**config.mk**
```make
export PLATFORM = sky130hd
export DESIGN_NAME = rv32_imm_gen_pipe
export DESIGN_NICKNAME = d
export VERILOG_FILES = /design/src/rtl/rv32_imm_gen_pipe.sv
export SDC_FILE = /design/constraint.sdc
export NUM_CORES = 1
export LEC_CHECK = 0
export BUFFER_PORTS_ARGS = -buffer_cell sky130_fd_sc_hd__buf_2
export CAP_MARGIN = 40
export CORE_ASPECT_RATIO = 1.2
export CORE_MARGIN = 1
export CORE_UTILIZATION = 58
export CTS_CLUSTER_SIZE = 20
export DETAILED_ROUTE_END_ITERATION = 8
export PLACE_DENSITY = 0.95
export SLEW_MARGIN = 0
export SYNTH_ARGS = -nofsm -noshare
export SYNTH_HDL_FRONTEND = slang
export SYNTH_SLANG_ARGS = --single-unit
export TNS_END_PERCENT = 5
```
**constraint.sdc**
```tcl
create_clock -name clk_in -period 4.2 [get_ports clk_in]
set_clock_uncertainty 0.05 [all_clocks]
set_input_delay 0 -clock clk_in [delete_from_list [all_inputs] [get_ports clk_in]]
set_output_delay 0 -clock clk_in [all_outputs]
set_load 0.02 [all_outputs]
```
**src/rtl/rv32_imm_gen_pipe.sv**
```systemverilog
// rv32_imm_gen_pipe: pipelined RISC-V immediate generator for the decode stage.
// Decodes the immediate of each accepted instruction (type from imm_type_in, or
// from the opcode when AUTO_TYPE=1) and buffers results in a 2-entry FIFO.
// Ports:
//   clk_in, rst_n_in            clock, synchronous active-low reset
//   in_valid_in / in_ready_out  input handshake (ready is registered)
//   instr_in, imm_type_in       instruction word, external type code
//   tag_in / tag_out            sideband tag, returned unchanged
//   out_valid_out / out_ready_in output handshake for the queue head
//   imm_out, imm_type_out       immediate (XLEN wide) and type used
//   err_out                     auto mode: unrecognised opcode (imm forced to 0)
module rv32_imm_gen_pipe #(
    parameter int unsigned XLEN      = 32,
    parameter int unsigned AUTO_TYPE = 0,
    parameter int unsigned TAG_W     = 4
) (
    input  logic             clk_in,
    input  logic             rst_n_in,
    input  logic             in_valid_in,
    output logic             in_ready_out,
    input  logic [31:0]      instr_in,
    input  logic [2:0]       imm_type_in,
    input  logic [TAG_W-1:0] tag_in,
    output logic             out_valid_out,
    input  logic             out_ready_in,
    output logic [XLEN-1:0]  imm_out,
    output logic [2:0]       imm_type_out,
    output logic [TAG_W-1:0] tag_out,
    output logic             err_out
);

    localparam int unsigned CNT_W   = 2;
    localparam bit          IS_RV64 = (XLEN == 64);
    localparam bit          AUTO_EN = (AUTO_TYPE != 0);

    typedef struct packed {
        logic [XLEN-1:0]  imm;
        logic [2:0]       typ;
        logic [TAG_W-1:0] tag;
        logic             err;
    } entry_t;

    logic [CNT_W-1:0] count_q;
    logic [CNT_W-1:0] count_nxt;
    logic             ready_q;
    logic             valid_q;
    entry_t           head_q;
    entry_t           tail_q;
    entry_t           new_entry;

    logic [2:0]  auto_type;
    logic        auto_err;
    logic [2:0]  sel_type;
    logic        sel_err;
    logic [31:0] imm32;
    logic        push;
    logic        pop;

    assign push = in_valid_in && ready_q;
    assign pop  = valid_q && out_ready_in;

    // Opcode decode for auto mode; every legal opcode ends in 2'b11, so
    // compressed/illegal encodings fall into the default error case.
    always_comb begin
        auto_type = 3'b000;
        auto_err  = 1'b0;
        case (instr_in[6:0])
            7'b0010011: auto_type = 3'b000;
            7'b0011011: auto_err  = !IS_RV64;
            7'b0000011: auto_type = 3'b001;
            7'b0100011: auto_type = 3'b010;
            7'b1100011: auto_type = 3'b011;
            7'b0110111,
            7'b0010111: auto_type = 3'b100;
            7'b1101111: auto_type = 3'b101;
            7'b1100111: auto_type = 3'b111;
            7'b1110011: auto_type = instr_in[14] ? 3'b110 : 3'b000;
            default:    auto_err  = 1'b1;
        endcase
    end

    // Immediate formation at 32 bits; every form is sign-extended from bit 31
    // to XLEN (the CSR zimm form has bit 31 clear, so it stays zero-extended).
    always_comb begin
        sel_type = imm_type_in;
        sel_err  = 1'b0;
        if (AUTO_EN) begin
            sel_type = auto_err ? 3'b000 : auto_type;
            sel_err  = auto_err;
        end
        case (sel_type)
            3'b010:  imm32 = {{20{instr_in[31]}}, instr_in[31:25], instr_in[11:7]};
            3'b011:  imm32 = {{19{instr_in[31]}}, instr_in[31], instr_in[7],
                              instr_in[30:25], instr_in[11:8], 1'b0};
            3'b100:  imm32 = {instr_in[31:12], 12'h000};
            3'b101:  imm32 = {{11{instr_in[31]}}, instr_in[31], instr_in[19:12],
                              instr_in[20], instr_in[30:21], 1'b0};
            3'b110:  imm32 = {27'd0, instr_in[19:15]};
            default: imm32 = {{20{instr_in[31]}}, instr_in[31:20]};
        endcase
        new_entry.imm = sel_err ? '0 : XLEN'($signed(imm32));
        new_entry.typ = sel_type;
        new_entry.tag = tag_in;
        new_entry.err = sel_err;
    end

    // Occupancy next-state; push is never true at count 2 since ready_q tracks count.
    always_comb begin
        count_nxt = count_q;
        case ({push, pop})
            2'b10:   count_nxt = count_q + CNT_W'(1);
            2'b01:   count_nxt = count_q - CNT_W'(1);
            default: count_nxt = count_q;
        endcase
    end

    // Queue storage: head_q drives the outputs directly, tail_q is the second slot.
    always_ff @(posedge clk_in) begin
        if (!rst_n_in) begin
            count_q <= '0;
            ready_q <= 1'b1;
            valid_q <= 1'b0;
            head_q  <= '0;
            tail_q  <= '0;
        end else begin
            count_q <= count_nxt;
            ready_q <= (count_nxt != CNT_W'(2));
            valid_q <= (count_nxt != CNT_W'(0));
            if (pop) begin
                if (count_q == CNT_W'(2)) begin
                    head_q <= tail_q;
                end else if (push) begin
                    head_q <= new_entry;
                end
            end else if (push) begin
                if (count_q == CNT_W'(0)) begin
                    head_q <= new_entry;
                end else begin
                    tail_q <= new_entry;
                end
            end
        end
    end

    assign in_ready_out  = ready_q;
    assign out_valid_out = valid_q;
    assign imm_out       = head_q.imm;
    assign imm_type_out  = head_q.typ;
    assign tag_out       = head_q.tag;
    assign err_out       = head_q.err;

endmodule

```
=== Word level (Yosys, flattened, before mapping) ===
Cells that the tools add are included.

* Flip-flop bits (word level): 83
* Input bits: 43
* Output and inout bits: 42

* $add $sub $neg: 2
* Equality and inequality tests: 9
* Muxes and demuxes: 7
* Bitwise logic cells: 2
* Reductions and logical operators: 9

{| class="wikitable"
|+ Operators with widths
! operator !! number
|-
| $mux W40 || 5
|-
| $pmux W32 S5 || 1
|-
| $eq A3 B3 Y1 const B || 3
|-
| $reduce_bool A2 Y1 || 4
|-
| $eq A3 B2 Y1 const B || 2
|-
| $reduce_and A3 Y1 || 2
|-
| $eq A2 B2 Y1 const B || 2
|-
| $pmux W2 S2 || 1
|-
| $add A2 B1 Y2 const B || 1
|-
| $eq A2 B1 Y1 const B || 1
|-
| $logic_and A1 B1 Y1 || 2
|-
| $logic_not A2 Y1 || 1
|-
| $ne A2 B2 Y1 const B || 1
|-
| $not A1 Y1 || 2
|-
| $sub A2 B1 Y2 const B || 1
|}

=== Longest topological paths before layout ===
* Depth after elaboration: 5
* Gate-level depth with buffers: 8
* Gate-level depth less buffers: 7

=== Least setup slack after synthesis ===
OpenSTA, ideal clock, no wires.

* Kind: flip-flop to flip-flop
* Start point: register ready_q (netlist: in_ready_out)
* End point: register ready_q (netlist: in_ready_out)
* Arrival: 1.554 ns
* Data required time: 4.030 ns
* Slack: 2.476 ns
* Cell stages (with the launch flop): 7
* Period minus slack after synthesis: 1.724 ns
* Cells stage by stage: dfxtp_1 nand2_1 ha_1 inv_1 or3_1 a21oi_1 nand2_1

* Cells in the longest elaborated chain, start to end: 4

{| class="wikitable"
|+ Ends and longest elaborated chain
! item !! line !! RTL
|-
| start: declaration || 45 || <nowiki>logic ready_q;</nowiki>
|-
| start signal: assignment || 127 || <nowiki>ready_q <= (count_nxt != CNT_W'(2));</nowiki>
|-
| $logic_and A1 B1 Y1 (*) || 59 || <nowiki>assign push = in_valid_in && ready_q;</nowiki>
|-
| $eq A2 B1 Y1 / $eq A2 B2 Y1 (equally long branches) || 110 || <nowiki>case ({push, pop})</nowiki>
|-
| $pmux W2 S2 (*) || 110 ||
|-
| $ne A2 B2 Y1 (*) || 127 ||
|}

Mark *: on every way between the ends. The rest lies on a longest branch, timed or not.
A chain may end at the register's enable or synchronous reset.

=== Worst setup path in the final report ===
* Start point: register ready_q (netlist: in_ready_out)
* End point: register tail_q[29] (netlist name)

* Cells in the longest elaborated chain, start to end: 2

{| class="wikitable"
|+ Ends and longest elaborated chain
! item !! line !! RTL
|-
| $logic_and A1 B1 Y1 || 59 ||
|-
| $reduce_and A3 Y1 (no source line) || - ||
|-
| end signal: assignment || 139 || <nowiki>tail_q <= new_entry;</nowiki>
|-
| end: declaration || 48 || <nowiki>entry_t tail_q;</nowiki>
|}

Every way passes these cells.

==> flow_summary.yaml <==
clock_network:
  cts_resized: 0
  clock_path_buffers: 2
  clock_latency_ns: 0.35
  cts_htree_levels: 3
  cts_made_buffers: 9
  clk_pin_slew_ns: 0.08
  cts_tree: "built"
  cts-root-buf: "clkbuf_8"
  cts_sinks: 82
setup_path:
  reg2reg_slack_ns: 2.12
  r2r-end: "tail_q[29]$_SDFFE_PN0P_"
  crit_path_end_kind: "flop"
  r2r_cells: 6
  critPathCapture: "tail_q[29]$_SDFFE_PN0P_"
  criticalPathCategory: "flop to flop"
  cpMaxStageDelayCell: "nor3_4"
  crit_fanout: 21
  critPathArrivalTime_ns: 2.28
  crit_start: "in_ready_out$_SDFF_PN1_"
  cp.required_ns: 4.40
  cp-start-kind: "flop"
  cp_slowest_stage_delay_ns: 0.58
  r2r-start: "in_ready_out$_SDFF_PN1_"
  crit_chain: "nand2_1, nor3_4, buf_8, buf_4, nor2_1, a211oi_1"
min_path:
  hold_class: "input port to flop"
  worstHoldPathCells: 4
finish:
  drive_gt1_frac: 0.239
  nNetsFinal: 567
  diodes: 0
  fillers: 454
  fin_util: 0.709
  syn_to_final_growth_pct: 17.9
route:
  drt_pass1_iterations: 6
  final_antenna_net_count: 0
  drc_errors: 0
  vias_per_cell: 5.89
  wire_per_inst_um: 15.3
  drt_first_iter_violations: 402
  routed-via-count: 3603
  wl_um: 9340
power_and_ir_drop:
  p_per_area_nw_per_um2: 573
  power_mw: 2.60
  ir_drop_mv: 0.243
  p_leak_nw: 1.84
sta:
  drv_slew: 0
  timing.final.crit_period_ns: 2.08
  max_slew_margin: 0.460
  max_freq_mhz: 482
  worstMarginPinSlew_ns: 0.810
  rsz0062_at_grt: "false"
  final_min_period_over_clock_period: 0.494
  setup_viol: 0
  tns_ns: 0
  worst_slack_ns: 2.12
  hold_viol_final: 0
run_status:
  run_status: "complete, no violations"
global_route:
  overflow: 0
  grt_max_degree: 52
  grt.met1_usage: 0.334
  use_met3: 0.0472
  grt.total_usage: 0.272
  grt.busiest_layer: "met2"
  grt_use_met2: 0.444
  grt_pass1_vias: 3328
  grt_first_pass_wirelength_um: 15200
  antenna_found_initial: 0
synthesis:
  synth_area_leader_cell: "dfxtp_1"
  syn_area_per_cell_um2: 8.45
  async_reset_ff_frac: 0
  synth_commonest_cells: "nand2_1, dfxtp_1, nor2_1"
  yosysMostFrequentCell: "nand2_1"
  synth.ff_latch_count: 82
  yosys_most_used_dff: "dfxtp_1"
  synthesis.nets: 501
  syn_area_um2: 3850
  yosysWarnings: 0
  postSynthCellCount: 456
  synthTopCellsByArea: "dfxtp_1, nand2_1, a21oi_1, a311oi_2, nor2_1"
  synth_edf_count: 0
  synth_top_area_share: 0.426
  synth_cell_types: 50
  seq_area_frac_synth: 0.426
placed_design:
  io_buffers: 76
  place_hpwl_um: 6050
  gp_congestion: 0.766
  dp_slack_ns: 2.20
floorplanning:
  coreArea_um2: 6410
  die_w_um: 76.4
  dieArea_um2: 6980
  io_pins: 85
  start_util: 0.602
  die_y_um: 91.3
  fp-row-count: 32
run:
  drv_cap: 0
## layer usage
layer / vias to the layer above / wire (um)
met3: 31 / 602
met1: 1682 / 3970
met4: 0 / 274
met5: - / 0
met2: 148 / 4490
li1: 1742 / -
## placed cells by master (no fill, tap or decap), types with 11 or more instances in the layout
cell type	n
nor2_1	41
a311oi_2	13
a211o_1	11
a211oi_1	20
a21oi_1	39
clkbuf_8	11
buf_2	76
o21ai_0	23
dlygate4sd3_1	15
nand2_1	94
dfxtp_1	82
## cells by family after synthesis
logic type                 count (synthesis)  share of synthesized area
adders and majority gates                  2                    0.00649
muxes                                      7                     0.0198
DFF                                       82                      0.426
and+or+nand+nor                          166                      0.192
xor gates and xnor gates                   2                    0.00455
buffers and inverters                     49                     0.0653
other                                      1                   0.000973
AOI/OAI and AO/OA                        147                      0.285
## registers in the layout, indices dropped and copies added, names as in the netlist
register       cells
in_ready_out       1
out_valid_out      1
tag_out            4
imm_type_out       3
tail_q            39
imm_out           32
count_q            2
## how the worst min path moves through the flow
stage	startpoint	endpoint	slack [ns]
floorplan	tag_in[0]	tail_q[1]$_SDFFE_PN0P_	0.09
global placement	tag_in[1]	tail_q[2]$_SDFFE_PN0P_	0.21
detailed placement	tag_in[3]	tail_q[4]$_SDFFE_PN0P_	0.21
CTS	instr_in[29]	tail_q[17]$_SDFFE_PN0P_	0.001
global route	instr_in[26]	tail_q[14]$_SDFFE_PN0P_	0.03
finish	instr_in[29]	tail_q[17]$_SDFFE_PN0P_	0.01
## power breakdown
part	switching [mW]	total, mW	leakage, nW	internal [mW]
sequential	0.109	1.08	0.670	0.976
combinational	0.595	0.937	1.07	0.341
clock	0.276	0.582	0.0986	0.306
## what timing repair did
action	CTS	global route
setup buffers	0	0
endpoints found under the hold margin	19	0
hold buffers	15	0
## through the flow
step	std cells	area, um^2	hold WS (ns)
after floorplan	456	3850	0.0860
after global placement	579	4150	0.206
after detailed placement	581	4190	0.209
after CTS	612	4540	0.000972
after global routing	612	4540	0.0250
final	612	4540	0.0146
## layout make-up
| type | instances | area, um^2 | share of cell area |
|---|---|---|---|
| multi-input cells | 325 | 1970 | 0.433 |
| flip-flops and latches | 82 | 1640 | 0.361 |
| repair buffers | 97 | 596 | 0.131 |
| clock buffers | 12 | 155 | 0.0342 |
| well taps | 85 | 106 | 0.0234 |
| clock inverters | 4 | 50.0 | 0.0110 |
| inverters | 7 | 26.3 | 0.00579 |
## critical path, delay by kind of cell (launching register included)
kind            cells  cell delay, ns
compound gates      1            0.24
buf+inv             2            0.49
flops               1            0.38
simple gates        3            0.82
Note: power is estimated with default switching activity, not from simulation.
